### src/rtl/zoom_nn_ud_if.sv
// rtl/zoom_nn_ud_if.sv - handshake, ROM read and frame-RAM write signals of the resampler
interface zoom_nn_ud_if #(
  parameter int DATA_W = 8,
  parameter int ADDR_W = 19
);
  logic              start;
  logic              modo;
  logic [2:0]        fator;
  logic [ADDR_W-1:0] rom_addr;
  logic [DATA_W-1:0] rom_data;
  logic [ADDR_W-1:0] ram_wraddr;
  logic [DATA_W-1:0] ram_data;
  logic              ram_wren;
  logic              busy;
  logic              done;
  logic              erro;

  modport master (
    input  start, modo, fator, rom_data,
    output rom_addr, ram_wraddr, ram_data, ram_wren, busy, done, erro
  );

  modport slave (
    output start, modo, fator, rom_data,
    input  rom_addr, ram_wraddr, ram_data, ram_wren, busy, done, erro
  );
endinterface

### src/rtl/zoom_nn_ud.sv
// rtl/zoom_nn_ud.sv - nearest-neighbour zoom-in/zoom-out resampler, ROM to frame RAM
module zoom_nn_ud #(
  parameter int LARGURA = 160,
  parameter int ALTURA  = 120,
  parameter int DATA_W  = 8,
  parameter int ADDR_W  = 19,
  parameter int FMAX    = 4,
  parameter int RD_LAT  = 1
) (
  input  logic           clk,
  input  logic           reset,
  zoom_nn_ud_if.master   bus
);

  typedef enum logic [1:0] {S_IDLE, S_RUN, S_DRAIN, S_DONE} state_t;

  state_t            r_state;
  logic [ADDR_W-1:0] r_w, r_h, r_x, r_y, r_n;
  logic [ADDR_W-1:0] r_rstep, r_row_base, r_rom_addr;
  logic [2:0]        r_per, r_cstep, r_dj, r_di, r_dcnt;
  logic [RD_LAT-1:0] r_pv;
  logic [ADDR_W-1:0] r_pn [RD_LAT];
  logic [ADDR_W-1:0] r_ram_wraddr;
  logic [DATA_W-1:0] r_ram_data;
  logic              r_ram_wren, r_busy, r_done, r_erro;

  logic [ADDR_W-1:0] w_w, w_h, w_rstep;
  logic              w_legal;

  // Destination size per factor is an elaboration-time constant, so the
  // zoom-out division never reaches silicon as a divider.
  always_comb begin
    w_w     = '0;
    w_h     = '0;
    w_rstep = '0;
    for (int k = 1; k <= FMAX; k++) begin
      if (bus.fator == 3'(k)) begin
        if (bus.modo) begin
          w_w     = ADDR_W'(LARGURA / k);
          w_h     = ADDR_W'(ALTURA / k);
          w_rstep = ADDR_W'(LARGURA * k);
        end else begin
          w_w     = ADDR_W'(LARGURA * k);
          w_h     = ADDR_W'(ALTURA * k);
          w_rstep = ADDR_W'(LARGURA);
        end
      end
    end
    w_legal = (w_w != '0) && (w_h != '0);
  end

  // Zoom-in: source advances by 1 every f destination steps; zoom-out: by f every step.
  always_ff @(posedge clk or negedge reset) begin
    if (!reset) begin
      r_state      <= S_IDLE;
      r_w          <= '0;
      r_h          <= '0;
      r_x          <= '0;
      r_y          <= '0;
      r_n          <= '0;
      r_rstep      <= '0;
      r_row_base   <= '0;
      r_rom_addr   <= '0;
      r_per        <= '0;
      r_cstep      <= '0;
      r_dj         <= '0;
      r_di         <= '0;
      r_dcnt       <= '0;
      r_pv         <= '0;
      for (int k = 0; k < RD_LAT; k++) r_pn[k] <= '0;
      r_ram_wraddr <= '0;
      r_ram_data   <= '0;
      r_ram_wren   <= 1'b0;
      r_busy       <= 1'b0;
      r_done       <= 1'b0;
      r_erro       <= 1'b0;
    end else begin
      for (int k = 1; k < RD_LAT; k++) begin
        r_pv[k] <= r_pv[k-1];
        r_pn[k] <= r_pn[k-1];
      end
      r_pv[0]    <= 1'b0;
      r_ram_wren <= r_pv[RD_LAT-1];
      if (r_pv[RD_LAT-1]) begin
        r_ram_wraddr <= r_pn[RD_LAT-1];
        r_ram_data   <= bus.rom_data;
      end
      r_erro <= 1'b0;
      r_done <= 1'b0;

      case (r_state)
        S_IDLE: begin
          if (bus.start) begin
            if (w_legal) begin
              r_w        <= w_w;
              r_h        <= w_h;
              r_rstep    <= w_rstep;
              r_per      <= bus.modo ? 3'd1 : bus.fator;
              r_cstep    <= bus.modo ? bus.fator : 3'd1;
              r_x        <= '0;
              r_y        <= '0;
              r_dj       <= '0;
              r_di       <= '0;
              r_n        <= '0;
              r_row_base <= '0;
              r_rom_addr <= '0;
              r_pv[0]    <= 1'b1;
              r_pn[0]    <= '0;
              r_busy     <= 1'b1;
              r_state    <= S_RUN;
            end else begin
              r_erro <= 1'b1;
            end
          end
        end
        S_RUN: begin
          if (r_x == r_w - ADDR_W'(1) && r_y == r_h - ADDR_W'(1)) begin
            r_dcnt  <= '0;
            r_state <= S_DRAIN;
          end else begin
            r_n     <= r_n + ADDR_W'(1);
            r_pv[0] <= 1'b1;
            r_pn[0] <= r_n + ADDR_W'(1);
            if (r_x == r_w - ADDR_W'(1)) begin
              r_x  <= '0;
              r_y  <= r_y + ADDR_W'(1);
              r_dj <= '0;
              if (r_di == r_per - 3'd1) begin
                r_di       <= '0;
                r_row_base <= r_row_base + r_rstep;
                r_rom_addr <= r_row_base + r_rstep;
              end else begin
                r_di       <= r_di + 3'd1;
                r_rom_addr <= r_row_base;
              end
            end else begin
              r_x <= r_x + ADDR_W'(1);
              if (r_dj == r_per - 3'd1) begin
                r_dj       <= '0;
                r_rom_addr <= r_rom_addr + ADDR_W'(r_cstep);
              end else begin
                r_dj <= r_dj + 3'd1;
              end
            end
          end
        end
        S_DRAIN: begin
          if (r_dcnt == 3'(RD_LAT - 1)) begin
            r_busy  <= 1'b0;
            r_done  <= 1'b1;
            r_state <= S_DONE;
          end else begin
            r_dcnt <= r_dcnt + 3'd1;
          end
        end
        default: r_state <= S_IDLE;
      endcase
    end
  end

  assign bus.rom_addr   = r_rom_addr;
  assign bus.ram_wraddr = r_ram_wraddr;
  assign bus.ram_data   = r_ram_data;
  assign bus.ram_wren   = r_ram_wren;
  assign bus.busy       = r_busy;
  assign bus.done       = r_done;
  assign bus.erro       = r_erro;

endmodule

### src/flat_wrapper.sv
// flat-port wrapper written by rule: the top's interface ports become plain ports
module zoom_nn_ud_flat 
#(
  parameter int LARGURA = 160,
  parameter int ALTURA  = 120,
  parameter int DATA_W  = 8,
  parameter int ADDR_W  = 19,
  parameter int FMAX    = 4,
  parameter int RD_LAT  = 1
)
  (clk, reset, bus_start, bus_modo, bus_fator, bus_rom_data, bus_rom_addr, bus_ram_wraddr, bus_ram_data, bus_ram_wren, bus_busy, bus_done, bus_erro);
  zoom_nn_ud_if #(.DATA_W(DATA_W), .ADDR_W(ADDR_W)) bus_i ();
  input  logic clk;
  input  logic reset;
  input wire logic [$bits(bus_i.start)-1:0] bus_start;
  input wire logic [$bits(bus_i.modo)-1:0] bus_modo;
  input wire logic [$bits(bus_i.fator)-1:0] bus_fator;
  input wire logic [$bits(bus_i.rom_data)-1:0] bus_rom_data;
  output wire logic [$bits(bus_i.rom_addr)-1:0] bus_rom_addr;
  output wire logic [$bits(bus_i.ram_wraddr)-1:0] bus_ram_wraddr;
  output wire logic [$bits(bus_i.ram_data)-1:0] bus_ram_data;
  output wire logic [$bits(bus_i.ram_wren)-1:0] bus_ram_wren;
  output wire logic [$bits(bus_i.busy)-1:0] bus_busy;
  output wire logic [$bits(bus_i.done)-1:0] bus_done;
  output wire logic [$bits(bus_i.erro)-1:0] bus_erro;
  assign bus_i.start = bus_start;
  assign bus_i.modo = bus_modo;
  assign bus_i.fator = bus_fator;
  assign bus_i.rom_data = bus_rom_data;
  assign bus_rom_addr = bus_i.rom_addr;
  assign bus_ram_wraddr = bus_i.ram_wraddr;
  assign bus_ram_data = bus_i.ram_data;
  assign bus_ram_wren = bus_i.ram_wren;
  assign bus_busy = bus_i.busy;
  assign bus_done = bus_i.done;
  assign bus_erro = bus_i.erro;
  zoom_nn_ud #(.LARGURA(LARGURA), .ALTURA(ALTURA), .DATA_W(DATA_W), .ADDR_W(ADDR_W), .FMAX(FMAX), .RD_LAT(RD_LAT)) u_core (.clk(clk), .reset(reset), .bus(bus_i));
endmodule
### config.mk
export PLATFORM = sky130hd
export DESIGN_NAME = zoom_nn_ud_flat
export DESIGN_NICKNAME = d
export VERILOG_FILES = /design/src/rtl/zoom_nn_ud_if.sv /design/src/rtl/zoom_nn_ud.sv /design/src/flat_wrapper.sv
export SDC_FILE = /design/constraint.sdc
export NUM_CORES = 1
export LEC_CHECK = 0
export BUFFER_PORTS_ARGS = -buffer_cell sky130_fd_sc_hd__buf_4
export CAP_MARGIN = 20
export CORE_ASPECT_RATIO = 1.25
export CORE_MARGIN = 2
export CORE_UTILIZATION = 40
export CTS_CLUSTER_DIAMETER = 40
export CTS_CLUSTER_SIZE = 14
export DETAILED_ROUTE_END_ITERATION = 8
export SYNTH_ARGS = -nofsm -noshare
export SYNTH_HDL_FRONTEND = slang
export SYNTH_SLANG_ARGS = --single-unit
### constraint.sdc
create_clock -name clk -period 11 [get_ports clk]
set_input_delay 1.65 -clock clk [delete_from_list [all_inputs] [get_ports clk]]
set_output_delay 1.65 -clock clk [all_outputs]
set_load 0.03 [all_outputs]
# After elaboration in Yosys (flattened, before gate mapping)
# Cells that the tools add are included.
[totals]
regBits = 201
out_inout_bits = 50
wordCells = 137
[op_classes]
add_sub_neg = 11
eq_ne = 18
muxes = 71
reduce_logical = 16
[ops]
columns = ["cell", "n"]
rows = [
  ["2-to-1 mux 19 bit", 22],
  ["case mux 19 bit (2 select lines)", 5],
  ["adder 19 x 1 -> 19 bit (second input constant)", 3],
  ["2-to-1 mux 9 bit", 6],
  ["== test 19 bit", 2],
  ["nonzero test 19 bit", 2],
  ["subtractor 19 x 1 -> 19 bit (second input constant)", 2],
  ["2-to-1 mux 3 bit", 12],
  ["2-to-1 mux 10 bit", 2],
  ["adder 19 bit", 1],
  ["adder 19 x 3 -> 19 bit", 1],
  ["case mux 3 bit (2 select lines)", 3],
  ["2-to-1 mux 8 bit", 2],
  ["AND reduction 4 bit", 3],
  ["2-to-1 mux 1 bit", 11],
  ["AND reduction 5 bit", 2],
  ["adder 3 x 1 -> 3 bit (second input constant)", 3],
  ["2-to-1 mux 2 bit", 4],
  ["inequality test 2 x 1 -> 1 bit (second input constant)", 4],
  ["2-to-1 mux 7 bit", 1],
  ["== test 3 x 2 -> 1 bit (second input constant)", 2],
  ["== test 3 bit", 2],
  ["inequality test 2 bit (second input constant)", 3],
  ["case mux 2 bit (3 select lines)", 1],
  ["12 further kinds", 17],
]

# Logic depth before layout (Yosys ltp)
[logic_depth]
ltp_word = 10
ltp_mapped = 15
ltp_nobuf = 11

# Worst setup path after synthesis
# OpenSTA, ideal clock, no wires.
[synth_timing]
kind = "input to register"
start = "input bus_fator[2]"
end = "register u_core.r_row_base[11]"
setup_time_ns = 0.118
arrival_ns = 3.799
t_required_ns = 10.882
path_slack_ns = 7.083
cell_stages = 9
path_cell_list = "clkbuf_1 > or2_2 > o21ai_0 > nor2_1 > a21oi_1 > buf_1 > a21oi_1 > a41o_1 > a21o_1"
[synth_via]
elab_chain_cells = 9
elab_cells_between_ends = 17
cone_classes = "5 x eq/ne; 8 x mux; 4 x reduce/logical"
[synth_lines]
columns = ["element", "line_no", "rtl"]
rows = [
  ["start: declaration", "flat_wrapper.sv:17", "input wire logic [$bits(bus_i.fator)-1:0] bus_fator;"],
  ["== test 3 x 1 -> 1 bit", "zoom_nn_ud.sv:37", "if (bus.fator == 3'(k)) begin"],
  ["2-to-1 mux 8 bit or 2-to-1 mux 7 bit (tied branches)", "zoom_nn_ud.sv:37", ""],
  ["2-to-1 mux 19 bit (3 in series)", "zoom_nn_ud.sv:37", ""],
  ["nonzero test 19 bit", "zoom_nn_ud.sv:49", "w_legal = (w_w != '0) && (w_h != '0);"],
  ["logical AND 1 bit *", "zoom_nn_ud.sv:49", ""],
  ["inequality test 2 x 1 -> 1 bit (no line) *", "n/a", ""],
  ["AND reduction 5 bit (no line) *", "n/a", ""],
  ["end signal: assignment", "zoom_nn_ud.sv:130", "r_row_base <= r_row_base + r_rstep;"],
  ["end: declaration", "zoom_nn_ud.sv:19", "logic [ADDR_W-1:0] r_rstep, r_row_base, r_rom_addr;"],
]
# Every way passes the cells marked *; elsewhere a longest branch is shown, timed or not.
# A chain may end at the register's enable or synchronous reset.

# Worst setup path in the final report
[layout_timing]
start = "register u_core.r_h[3]"
end = "register u_core.r_dj[2]"
[layout_via]
elab_chain_cells = 5
[layout_lines]
columns = ["element", "line_no", "rtl"]
rows = [
  ["start: declaration", "zoom_nn_ud.sv:18", "logic [ADDR_W-1:0] r_w, r_h, r_x, r_y, r_n;"],
  ["start signal: assignment", "zoom_nn_ud.sv:96", "r_h <= w_h;"],
  ["subtractor 19 x 1 -> 19 bit", "zoom_nn_ud.sv:117", "if (r_x == r_w - ADDR_W'(1) && r_y == r_h - ADDR_W'(1)) begin"],
  ["== test 19 bit", "zoom_nn_ud.sv:117", ""],
  ["logical AND 1 bit", "zoom_nn_ud.sv:117", ""],
  ["inequality test 2 bit (no line)", "n/a", ""],
  ["AND reduction 4 bit (no line)", "n/a", ""],
  ["end signal: assignment", "zoom_nn_ud.sv:142", "r_dj <= r_dj + 3'd1;"],
  ["end: declaration", "zoom_nn_ud.sv:20", "logic [2:0] r_per, r_cstep, r_dj, r_di, r_dcnt;"],
]
# Every way passes these cells.

==> results.txt <==
status: finished, final reports clean
per-cell routed wire length: 17.4 um
Longest Clk Path Bufs: 2
Top FF cell, synth: dfrtp_1
average instance area after synthesis: 9.24 um^2
GRT Overall Usage: 20.0%
crit-path cells: or4_1 -> nor3_1 -> ha_1 -> xnor2_1 -> a211oi_1 -> nor4b_1 -> nand4_1 -> or4_1 -> o21ai_2 -> buf_4 -> or3_1 -> o21ai_0
CTS resizes: 0
Multi-input gate area: 4940 um^2
DR vias/cell: 5.70
largest net degree at the start of global routing: 93
switching power: 0.000927 W
FF-to-FF Start: u_core.r_h[3]
combinational power share: 38.2%
post-layout power: 0.00224 W
Die Y: 174 um
leakage: 4.65 nW
Synthesized Nets: 1037
# setup viols final: 0
I/O pins: 65
crit-path max FO: 17
final worst slack: 6530 ps
drt first pass iters: 6
Clock Root Buffer: clkbuf_16
Final Hold Fails: 0
CTS Buf Count: 17
Starting Density: 40.4%
CP top delay family: simple AND/OR/NAND/NOR gates
Post-Route WL: 23.4 mm
Area growth, synth to finish: 14.3%
IO buf count: 64
power per cell area: 213 nW/um^2
Synth async-reset ratio: 100%
critical path class: reg -> reg
initial antenna violation count: 0
ant diodes: 0
fmax: 224 MHz
critical path startpoint: u_core.r_h[3]
hold_sp: u_core.r_per[1]
Setup crit start kind: flip-flop
Worst Skew: 13.6 ps
Sw Share: 41.3%
routing usage on met2: 33.1%
peak supply drop: 0.164 mV
Unique masters post-synth: 83
worst hold path class: reg -> reg
CTS tree: done
fill count: 2218
Site Rows: 62
Hold Buf Count CTS: 0
pre-CTS setup slack: 6010 ps
Synth top area share: 42.3%
Max-slew headroom: 32.5%
clock sinks: 156
Reg area: 3900 um^2
clock-pin slew on the worst setup and hold paths: 60 ps
GPL Wtd Cong: 0.833
Netlist Area Pre-Place: 9220 um^2
GRT busiest layer: met2
DR DRC count: 0
Critical Path Stages: 12
final worst path period share: 40.6%
Pint: 0.00132 W
Hold Path Cell Cnt: 1
top post-synthesis cells by area: dfrtp_1 (42%), nand2_1 (4.7%), xnor2_1 (4.2%)
share of layout cells above drive strength 1: 15.0%
post-synthesis sequential area ratio: 42.3%
CP Buf/Inv Count: 1
vias in the first global route: 7508
arrival time at the worst endpoint: 4780 ps
first-pass GRT wire length: 39.5 mm
max-slew violation count: 0
most frequent CP cell: or4_1
Routed Antenna Nets: 0
CP required: 11310 ps
Period minus WS final: 4470 ps
setup TNS: 0 ps
Worst Tran Pin Value: 1010 ps
power share of the clock group: 25.7%
M3 GR Usage: 3.78%
hpwl dp: 16.5 mm
EDFF count, synth: 0
slowest stage delay, CP: 710 ps
Seq pwr share: 36.1%
Synthesis Warnings: 0
M1 GR Usage: 26.1%
CTS H-tree depth: 4
synthesis-stage register bit count: 156
RSZ-0062 raised after global routing: false
CP max stage cell: or4_1
post-CTS setup buffer count: 0
gr ovfl total: 0
R2R depth: 12
largest area contributor in the netlist: dfrtp_1
cell count after synthesis: 998
die width: 140 um
die area: 24300 um^2
initial DRC count: 569
placement-stage cell area: 9930 um^2
Core Box Area: 22800 um^2
MaxCap Viol Count: 0
Clock Latency Late Sink: 440 ps
finished layout cell area: 10500 um^2
Nets: 1083
critical path capture point type: flip-flop
detailed-route via count: 7671
==> sequential cells by signal, summed over array words and instances (netlist names), 2 cells and up <==
| register | count |
|---|---|
| u_core.bus.ram_wraddr | 19 |
| u_core.bus.rom_addr | 19 |
| u_core.r_pn | 19 |
| u_core.r_x | 19 |
| u_core.r_y | 19 |
| u_core.r_row_base | 14 |
| u_core.bus.ram_data | 8 |
| u_core.r_h | 7 |
| u_core.r_w | 7 |
| u_core.r_cstep | 3 |
| u_core.r_dcnt | 3 |
| u_core.r_di | 3 |
| u_core.r_dj | 3 |
| u_core.r_per | 3 |
| u_core.r_rstep | 3 |
| u_core.r_state | 2 |
==> power groups by stage <==
stage                     sequential (W)  clock (W)  combinational [W]
after floorplan                 0.000838          0           0.000557
after global placement          0.000830          0           0.000823
after detailed placement        0.000834          0           0.000835
after CTS                       0.000823   0.000590           0.000837
after global routing            0.000826   0.000613           0.000940
final                           0.000809   0.000577           0.000858
==> synthesized netlist by cell type (all sizes together), types with 3 or more instances <==
| cell | n |
|---|---|
| xor2 | 17 |
| or4 | 11 |
| a211oi | 15 |
| a21oi | 56 |
| a22o | 15 |
| o22ai | 6 |
| dfrtp | 156 |
| mux2 | 29 |
| nor2 | 68 |
| o41ai | 3 |
| nor2b | 6 |
| nand3b | 5 |
| o22a | 5 |
| nand4 | 17 |
| inv | 40 |
| clkbuf | 34 |
| nor3b | 4 |
| and2 | 6 |
| o31ai | 11 |
| a211o | 4 |
| or2 | 5 |
| a21o | 14 |
| or3 | 7 |
| nor4 | 10 |
| a21boi | 3 |
| nor3 | 22 |
| and3 | 25 |
| and4 | 3 |
| nand3 | 43 |
| o211ai | 6 |
| buf | 16 |
| o2111ai | 8 |
| xnor2 | 44 |
| o21ai | 65 |
| a22oi | 4 |
| nand2 | 116 |
| a31o | 5 |
| mux2i | 15 |
| nand2b | 9 |
| o32a | 3 |
| ha | 22 |
| o21a | 4 |
==> cell type report <==
cell class | instances | share of cell area (%)
clock buffers | 18 | 4.17
clock inverters | 14 | 1.27
repair buffers | 77 | 5.71
well taps | 288 | 3.42
multi-input cells | 751 | 46.9
inverters | 41 | 1.46
flip-flops and latches | 156 | 37.1
==> worst paths after layout <==
kind	to	slack [ps]
hold reg to reg	u_core.r_per[1]	490
max in group asynchronous	u_core.r_pn[13]	8310
setup reg to reg	u_core.r_dj[2]	6530
hold / removal	u_core.r_per[1]	490
min in group asynchronous	u_core.bus.erro	1280
setup / recovery	u_core.r_dj[2]	6530
==> per-layer routing <==
metal | part of all wire (%) | vias up
met5 | 0 | -
met1 | 44 | 3736
met2 | 49 | 179
met3 | 4.4 | 37
li1 | - | 3719
met4 | 2.5 | 0
==> per-stage QoR <==
stage               std cells  utilization [%]  hold slack, ps
floorplan                 998                -             352
finish                   1345             46.2             490
CTS                      1343             46.0             490
global placement         1311             43.5             464
detailed placement       1311             43.5             475
global route             1345             46.2             502
==> placed cells by master, fill, tap and decap left out, types with 14 or more instances in the layout <==
cell type and count:
nor3_1 22, a21o_1 14, nand4_1 17, o21ai_0 56
mux2i_1 15, ha_1 22, a22o_1 15, xnor2_1 44
a211oi_1 14, dfrtp_1 156, xor2_1 17, inv_1 40
nand2_1 116, and3_1 25, buf_4 75, a21oi_1 55
mux2_2 29, clkbuf_16 17, nor2_1 67, nand3_1 43
==> kinds of logic (layout without fill, tap and decap cells) <==
group / count (synthesis) / count (layout) / share of synthesized area (%)
xor+xnor: 63 / 63 / 6.30
fa+ha+maj: 24 / 24 / 3.42
mux: 44 / 44 / 5.17
buf+inv: 91 / 150 / 4.07
simple gates: 365 / 365 / 19.9
flops: 156 / 156 / 42.3
compound gates: 255 / 255 / 18.8
Note: power is estimated with default switching activity, not from simulation.
